[config.mk]
export PLATFORM = sky130hd
export DESIGN_NAME = instr_fetch_queue_flat
export DESIGN_NICKNAME = d
export VERILOG_FILES = /design/src/rtl/instr_fetch_queue_if.sv /design/src/rtl/instr_fetch_queue.sv /design/src/flat_wrapper.sv
export SDC_FILE = /design/constraint.sdc
export NUM_CORES = 1
export LEC_CHECK = 0
export CORE_UTILIZATION = 55
export DETAILED_ROUTE_END_ITERATION = 8
export PLACE_DENSITY_LB_ADDON = 0.15
export SLEW_MARGIN = 20
export SYNTH_ARGS = -nofsm -noshare
export SYNTH_HDL_FRONTEND = slang
export SYNTH_SLANG_ARGS = --single-unit
[constraint.sdc]
create_clock -name clk_i -period 4.15 [get_ports clk_i]
set_input_delay 0.415 -clock clk_i [delete_from_list [all_inputs] [get_ports clk_i]]
set_output_delay 0.415 -clock clk_i [all_outputs]
set_load 0.02 [all_outputs]
[src/rtl/instr_fetch_queue_if.sv]
// ---------------------------------------------------------------------------
// instr_fetch_queue_if
//   Bundles the handshake and data signals that pass between the
//   instruction re-aligner, the instruction fetch queue and the decode stage.
//   Signal names are written from the queue's point of view: *_i is driven
//   into the queue and *_o is driven by it.
//
//   Re-aligner side : valid_i, instr_i, pc_i, compressed_i -> ready_o
//   Decode side     : valid_o, instr_o, pc_o, compressed_o <- ready_i
//   Controller      : flush_i
//   Status          : count_o (occupancy), pc_stall_o (almost full)
//
//   modport slave  : the queue itself
//   modport master : whatever drives the queue (re-aligner/decode/controller
//                    collectively, or a testbench)
// ---------------------------------------------------------------------------
interface instr_fetch_queue_if #(
  parameter int unsigned DEPTH    = 4,
  parameter int unsigned PC_WIDTH = 32
);
  localparam int unsigned CW = $clog2(DEPTH) + 1;

  logic                flush_i;
  logic                valid_i;
  logic [31:0]         instr_i;
  logic [PC_WIDTH-1:0] pc_i;
  logic                compressed_i;
  logic                ready_o;

  logic                valid_o;
  logic [31:0]         instr_o;
  logic [PC_WIDTH-1:0] pc_o;
  logic                compressed_o;
  logic                ready_i;

  logic [CW-1:0]       count_o;
  logic                pc_stall_o;

  modport slave (
    input  flush_i,
    input  valid_i,
    input  instr_i,
    input  pc_i,
    input  compressed_i,
    output ready_o,
    output valid_o,
    output instr_o,
    output pc_o,
    output compressed_o,
    input  ready_i,
    output count_o,
    output pc_stall_o
  );

  modport master (
    output flush_i,
    output valid_i,
    output instr_i,
    output pc_i,
    output compressed_i,
    input  ready_o,
    input  valid_o,
    input  instr_o,
    input  pc_o,
    input  compressed_o,
    output ready_i,
    input  count_o,
    input  pc_stall_o
  );
endinterface

[src/rtl/instr_fetch_queue.sv]
// ---------------------------------------------------------------------------
// instr_fetch_queue
//   In-order instruction buffer between the re-aligner and decode. Each entry
//   holds an instruction word, its PC and its compressed flag. Entries are
//   accepted with valid_i/ready_o and released with valid_o/ready_i.
//   A flush from the controller discards every buffered entry.
//
//   Ports
//     clk_i   : clock
//     rst_ni  : asynchronous reset, active low
//     fq      : instr_fetch_queue_if.slave
//               flush_i                              controller flush
//               valid_i/instr_i/pc_i/compressed_i    write side
//               ready_o                              not full (or flushing)
//               valid_o/instr_o/pc_o/compressed_o    head entry (0 when empty)
//               ready_i                              decode takes the head
//               count_o                              occupied entries
//               pc_stall_o                           count_o >= DEPTH-1
//
//   Storage is a circular buffer indexed by $clog2(DEPTH)-bit read/write
//   pointers plus an explicit occupancy count, so full and empty are told
//   apart without a spare pointer bit. The head is a combinational read of
//   the entry at the read pointer; a pushed entry first appears one cycle
//   after it is written, so there is never a same-cycle fall-through path.
// ---------------------------------------------------------------------------
module instr_fetch_queue #(
  parameter int unsigned DEPTH    = 4,
  parameter int unsigned PC_WIDTH = 32
) (
  input  logic                clk_i,
  input  logic                rst_ni,
  instr_fetch_queue_if.slave  fq
);

  localparam int unsigned AW = $clog2(DEPTH);
  localparam int unsigned CW = AW + 1;

  localparam logic [CW-1:0] CNT_FULL  = CW'(DEPTH);
  localparam logic [CW-1:0] CNT_STALL = CW'(DEPTH - 1);

  // Pointer advance. DEPTH is a power of two, so the natural overflow of the
  // AW-bit add is exactly the modulo-DEPTH wrap.
  function automatic logic [AW-1:0] ptr_inc(input logic [AW-1:0] ptr);
    return ptr + AW'(1);
  endfunction

  // Control state
  logic [AW-1:0] wr_ptr_q;
  logic [AW-1:0] rd_ptr_q;
  logic [CW-1:0] count_q;

  // Entry storage (data only, never reset)
  logic [31:0]         instr_mem [DEPTH];
  logic [PC_WIDTH-1:0] pc_mem    [DEPTH];
  logic                comp_mem  [DEPTH];

  logic full;
  logic empty;
  logic push;
  logic pop;

  assign full  = (count_q == CNT_FULL);
  assign empty = (count_q == '0);

  // A flush cycle swallows both sides: nothing is written and the head is not
  // consumed. Pushes are gated on the registered full flag only, so a pop in
  // the same cycle never frees space for a push (no bypass).
  assign push = fq.valid_i & ~full  & ~fq.flush_i;
  assign pop  = fq.ready_i & ~empty & ~fq.flush_i;

  // Pointer and occupancy registers
  always_ff @(posedge clk_i or negedge rst_ni) begin
    if (!rst_ni) begin
      wr_ptr_q <= '0;
      rd_ptr_q <= '0;
      count_q  <= '0;
    end else if (fq.flush_i) begin
      wr_ptr_q <= '0;
      rd_ptr_q <= '0;
      count_q  <= '0;
    end else begin
      if (push) begin
        wr_ptr_q <= ptr_inc(wr_ptr_q);
      end
      if (pop) begin
        rd_ptr_q <= ptr_inc(rd_ptr_q);
      end
      unique case ({push, pop})
        2'b10:   count_q <= count_q + CW'(1);
        2'b01:   count_q <= count_q - CW'(1);
        default: count_q <= count_q;
      endcase
    end
  end

  // Entry write; the compressed flag is kept exactly as presented
  always_ff @(posedge clk_i) begin
    if (push) begin
      instr_mem[wr_ptr_q] <= fq.instr_i;
      pc_mem[wr_ptr_q]    <= fq.pc_i;
      comp_mem[wr_ptr_q]  <= fq.compressed_i;
    end
  end

  // Head read and status. Gating the head with empty makes the data outputs
  // read 0 both when the queue drains and immediately on reset, because the
  // asynchronous reset clears count_q.
  always_comb begin
    fq.valid_o      = ~empty;
    fq.instr_o      = '0;
    fq.pc_o         = '0;
    fq.compressed_o = 1'b0;
    if (!empty) begin
      fq.instr_o      = instr_mem[rd_ptr_q];
      fq.pc_o         = pc_mem[rd_ptr_q];
      fq.compressed_o = comp_mem[rd_ptr_q];
    end
  end

  // ready_o is held high through a flush so the re-aligner never waits on a
  // queue that is about to be emptied anyway.
  assign fq.ready_o    = ~full | fq.flush_i;
  assign fq.count_o    = count_q;
  // One entry early, so the fetch already in flight still has a slot.
  assign fq.pc_stall_o = (count_q >= CNT_STALL);

  // Structural invariants
  a_count_bound : assert property (
    @(posedge clk_i) disable iff (!rst_ni) count_q <= CNT_FULL);

  a_no_overflow : assert property (
    @(posedge clk_i) disable iff (!rst_ni) !(push && full));

  a_no_underflow : assert property (
    @(posedge clk_i) disable iff (!rst_ni) !(pop && empty));

  a_stable_head : assert property (
    @(posedge clk_i) disable iff (!rst_ni)
      (fq.valid_o && !fq.ready_i && !fq.flush_i)
      |=> (fq.valid_o && $stable(fq.instr_o) && $stable(fq.pc_o)
           && $stable(fq.compressed_o)));

endmodule

[src/flat_wrapper.sv]
// flat-port wrapper written by rule: the top's interface ports become plain ports
module instr_fetch_queue_flat 
#(
  parameter int unsigned DEPTH    = 4,
  parameter int unsigned PC_WIDTH = 32
)
  (clk_i, rst_ni, fq_flush_i, fq_valid_i, fq_instr_i, fq_pc_i, fq_compressed_i, fq_ready_o, fq_valid_o, fq_instr_o, fq_pc_o, fq_compressed_o, fq_ready_i, fq_count_o, fq_pc_stall_o);
  instr_fetch_queue_if #(.DEPTH(DEPTH), .PC_WIDTH(PC_WIDTH)) fq_i ();
  input  logic clk_i;
  input  logic rst_ni;
  input wire logic [$bits(fq_i.flush_i)-1:0] fq_flush_i;
  input wire logic [$bits(fq_i.valid_i)-1:0] fq_valid_i;
  input wire logic [$bits(fq_i.instr_i)-1:0] fq_instr_i;
  input wire logic [$bits(fq_i.pc_i)-1:0] fq_pc_i;
  input wire logic [$bits(fq_i.compressed_i)-1:0] fq_compressed_i;
  output wire logic [$bits(fq_i.ready_o)-1:0] fq_ready_o;
  output wire logic [$bits(fq_i.valid_o)-1:0] fq_valid_o;
  output wire logic [$bits(fq_i.instr_o)-1:0] fq_instr_o;
  output wire logic [$bits(fq_i.pc_o)-1:0] fq_pc_o;
  output wire logic [$bits(fq_i.compressed_o)-1:0] fq_compressed_o;
  input wire logic [$bits(fq_i.ready_i)-1:0] fq_ready_i;
  output wire logic [$bits(fq_i.count_o)-1:0] fq_count_o;
  output wire logic [$bits(fq_i.pc_stall_o)-1:0] fq_pc_stall_o;
  assign fq_i.flush_i = fq_flush_i;
  assign fq_i.valid_i = fq_valid_i;
  assign fq_i.instr_i = fq_instr_i;
  assign fq_i.pc_i = fq_pc_i;
  assign fq_i.compressed_i = fq_compressed_i;
  assign fq_ready_o = fq_i.ready_o;
  assign fq_valid_o = fq_i.valid_o;
  assign fq_instr_o = fq_i.instr_o;
  assign fq_pc_o = fq_i.pc_o;
  assign fq_compressed_o = fq_i.compressed_o;
  assign fq_i.ready_i = fq_ready_i;
  assign fq_count_o = fq_i.count_o;
  assign fq_pc_stall_o = fq_i.pc_stall_o;
  instr_fetch_queue #(.DEPTH(DEPTH), .PC_WIDTH(PC_WIDTH)) u_core (.clk_i(clk_i), .rst_ni(rst_ni), .fq(fq_i));
endmodule
==> flow_metrics.tcl <==
set metrics [dict create \
    ctsResizeCount 0 \
    grt_overflow 0 \
    pre_cts_ws_ns 1.072 \
    drive_gt1_share_pct 19.11 \
    ys_seq_area_share_pct 76.35 \
    hold_violations 0 \
    portBuffers 140 \
    fmax_ghz 0.2957 \
    fill_cells 1188 \
    drv_cap 0 \
    synth.area.top_cells "edfxtp_1 75%, mux4_2 14%, and2_1 4.1%, dfrtp_1 1.7%, buf_12 0.77%" \
    antenna_left 0 \
    viasPerCell 5.661 \
    timing.slew.headroom_pct 33.83 \
    reg2regPathDepth 6 \
    finalNetCount 704 \
    grt_pass1_wl_um 30320 \
    syn_nets 556 \
    antenna_found_initial 1 \
    cp-end-kind "output port" \
    path_class "reg2out" \
    synth_xor_area_share_pct 0.2513 \
    startpoint_type "flip-flop" \
    synthMuxAreaShare_pct 14.00 \
    power.total_mw 7.128 \
    yosysTopAreaCellShare_pct 74.68 \
    drt_first_pass_iters 4 \
    synth_compound_area_share_pct 1.316 \
    multiInputGateArea_um2 2277 \
    synthDistinctLibCells 38 \
    fin_hold_ws_ns 0.1754 \
    synth_cells 481 \
    synth_top_family_by_area "multiplexers" \
    tightest_slew_ns 0.9926 \
    die_x_um 139.9 \
    vdd_drop_max_v 0.0003540 \
    clock-sinks 267 \
    syn_area_per_cell_um2 21.74 \
    required_ns 3.73 \
    fp.coreArea_um2 18640 \
    place.gp.congestion 0.7417 \
    cts_setup_buffers 0 \
    antenna_cells 0 \
    tns_ns 0 \
    wl_per_cell_um 22.05 \
    period_minus_slack_ns 3.382 \
    grt_start_max_net_pins 68 \
    power_density_nw_per_um2 549.1 \
    path_max_fanout 26 \
    synth-main-ff-cell "edfxtp_1" \
    hold_buffers 0 \
    synthToLayoutAreaGrowth_pct 24.16 \
    die_height_um 139.9 \
    async_flop_share_pct 2.622 \
    yosysTopAreaCell "edfxtp_1" \
    r2r-start "u_core.fq.count_o[0]$_DFFE_PN0P_" \
    clock_skew_ns 0.01767 \
    grt_use_total_pct 20.55 \
    fin_ws_ns 0.7684 \
    synthAdderAreaFrac_pct 0.6702 \
    drtIter0Drc 268 \
    clock_latency_ns 0.52 \
    route.detailed.drc 0 \
    synth_simple_gate_area_share_pct 5.397 \
    slew_violations 0 \
    syn_area_um2 10460 \
    htree_num_levels 1 \
    crit_arrival_ns 2.97 \
    cts_buffers 26 \
    synth_seq_cells 267 \
    hold_class "in2async" \
    fin_crit_sh_pct 81.48 \
    root_buffer "clkbuf_16" \
    hpwl_um 11290 \
    cts_tree "done" \
    cts.clk_slew.worst_paths_ns 0.06 \
    yosys_warnings 0 \
    cts_buffer_depth 3 \
    setup-violations-final 0 \
    vias 4999 \
    synth_edf_count 260 \
    routed_wl_um 19470 \
    initial_core_util_pct 56.08 \
    io_pins 141 \
    grt_pass1_vias 5403 \
    rsz0062_at_grt "false" \
    worst_r2r_endpoint "u_core.fq.count_o[2]$_DFFE_PN0P_" \
    die_area_um2 19570 \
    leakage_nw 4.141 \
    final-seq-area_um2 7990 \
    rows 50 \
    outcome "completed" \
    worst-r2r-setup-slack_ns 1.55 \
]
[logic make-up (layout without fill, tap and decap cells)]
logic type      after synthesis  count (layout)
flops                       267             267
simple gates                 90              90
mux                          65              65
buf+inv                      31             199
compound gates               20              20
fa+ha+maj                     5               5
xor+xnor                      3               3
[cell usage after synthesis (2+ instances only)]
cell	count
edfxtp_1	260
inv_1	3
a2111oi_0	2
nand3_1	2
dfrtp_1	7
nand2b_1	3
buf_12	4
ha_1	4
nor3b_1	3
mux4_2	65
and2_1	69
buf_2	8
or3b_2	2
o21ai_0	4
a21oi_1	5
nor2_1	3
nand3b_1	2
buf_4	3
xor2_1	2
clkbuf_1	12
[report_power, final]
| group | leakage [nW] | total [mW] | switching (mW) | internal [mW] |
|---|---|---|---|---|
| registers | 2.45 | 3.17 | 0.106 | 3.06 |
| logic | 1.25 | 1.52 | 0.721 | 0.803 |
| clock network | 0.441 | 2.44 | 0.935 | 1.50 |
[worst max-delay path: stages, from the launching register on]
cell and delay (ns):
dfrtp_4 0.76, buf_4 0.41, mux4_2 0.56, and2_1 0.18, clkdlybuf4s50_1 0.54
[through the flow]
step	cell area [um^2]	std cells	utilization [%]
3_5_place_dp	12070	835	64.72
2_1_floorplan	10460	481	-
6_report	12980	883	69.63
5_1_grt	12980	883	69.63
3_3_place_gp	12070	835	64.72
4_1_cts	12980	883	69.61
[cell type report]
type / instances / area share, %
tap: 234 / 2.255
multi-input combinational: 183 / 17.54
timing repair buffer: 148 / 11.55
clock buffer: 35 / 5.745
clock inverter: 13 / 1.272
inverter: 3 / 0.08675
sequential: 267 / 61.55
[cells in the final DEF (no fill, tap or decap), types with 2 or more instances in the layout]
cell type        instances
buf_12                   3
dfrtp_4                  2
nand2b_1                 3
and2_1                  65
clkbuf_8                 4
clkinvlp_4               2
clkinv_1                 4
nor3b_1                  3
clkbuf_1                 4
clkinv_2                 3
dfrtp_1                  5
bufinv_16                4
mux4_2                  65
or3b_2                   2
buf_4                    5
nor2_1                   3
nand3_1                  2
ha_1                     4
edfxtp_1               260
a2111oi_0                2
clkdlybuf4s50_1        140
xor2_1                   2
a21oi_1                  5
and2_4                   4
nand3b_1                 2
inv_1                    3
o21ai_0                  4
clkbuf_16               27
[routing by layer]
layer,global-route usage (%),up-vias,part of all wire [%]
li1,-,2250,-
met1,28.93,2567,43
met2,33.68,156,50
met3,3.854,24,6.0
met4,4.974,2,1.1
met5,0,-,0.051
[sequential cells by signal, indices dropped and copies added, names as in the netlist]
| name | cells |
|---|---|
| u_core.comp_mem | 4 |
| u_core.fq.count_o | 3 |
| u_core.instr_mem | 128 |
| u_core.pc_mem | 128 |
| u_core.rd_ptr_q | 2 |
| u_core.wr_ptr_q | 2 |
[worst max-delay path by stage]
stage / start / endpoint / slack, ns / depth (start not counted)
after CTS: u_core.fq.count_o[0]$_DFFE_PN0P_ / fq_pc_o[29] / 0.58 / 3
final: u_core.rd_ptr_q[0]$_DFFE_PN0P_ / fq_instr_o[2] / 0.77 / 4
after global placement: fq_valid_i / u_core.instr_mem[2][28]$_DFFE_PP_ / 1.18 / 5
after global routing: u_core.rd_ptr_q[0]$_DFFE_PN0P_ / fq_instr_o[2] / 0.57 / 4
after floorplan: u_core.fq.count_o[1]$_DFFE_PN0P_ / u_core.comp_mem[0]$_DFFE_PP_ / 1.03 / 4
after detailed placement: fq_valid_i / u_core.instr_mem[2][1]$_DFFE_PP_ / 1.07 / 5
(Power assumes the default switching activity.)
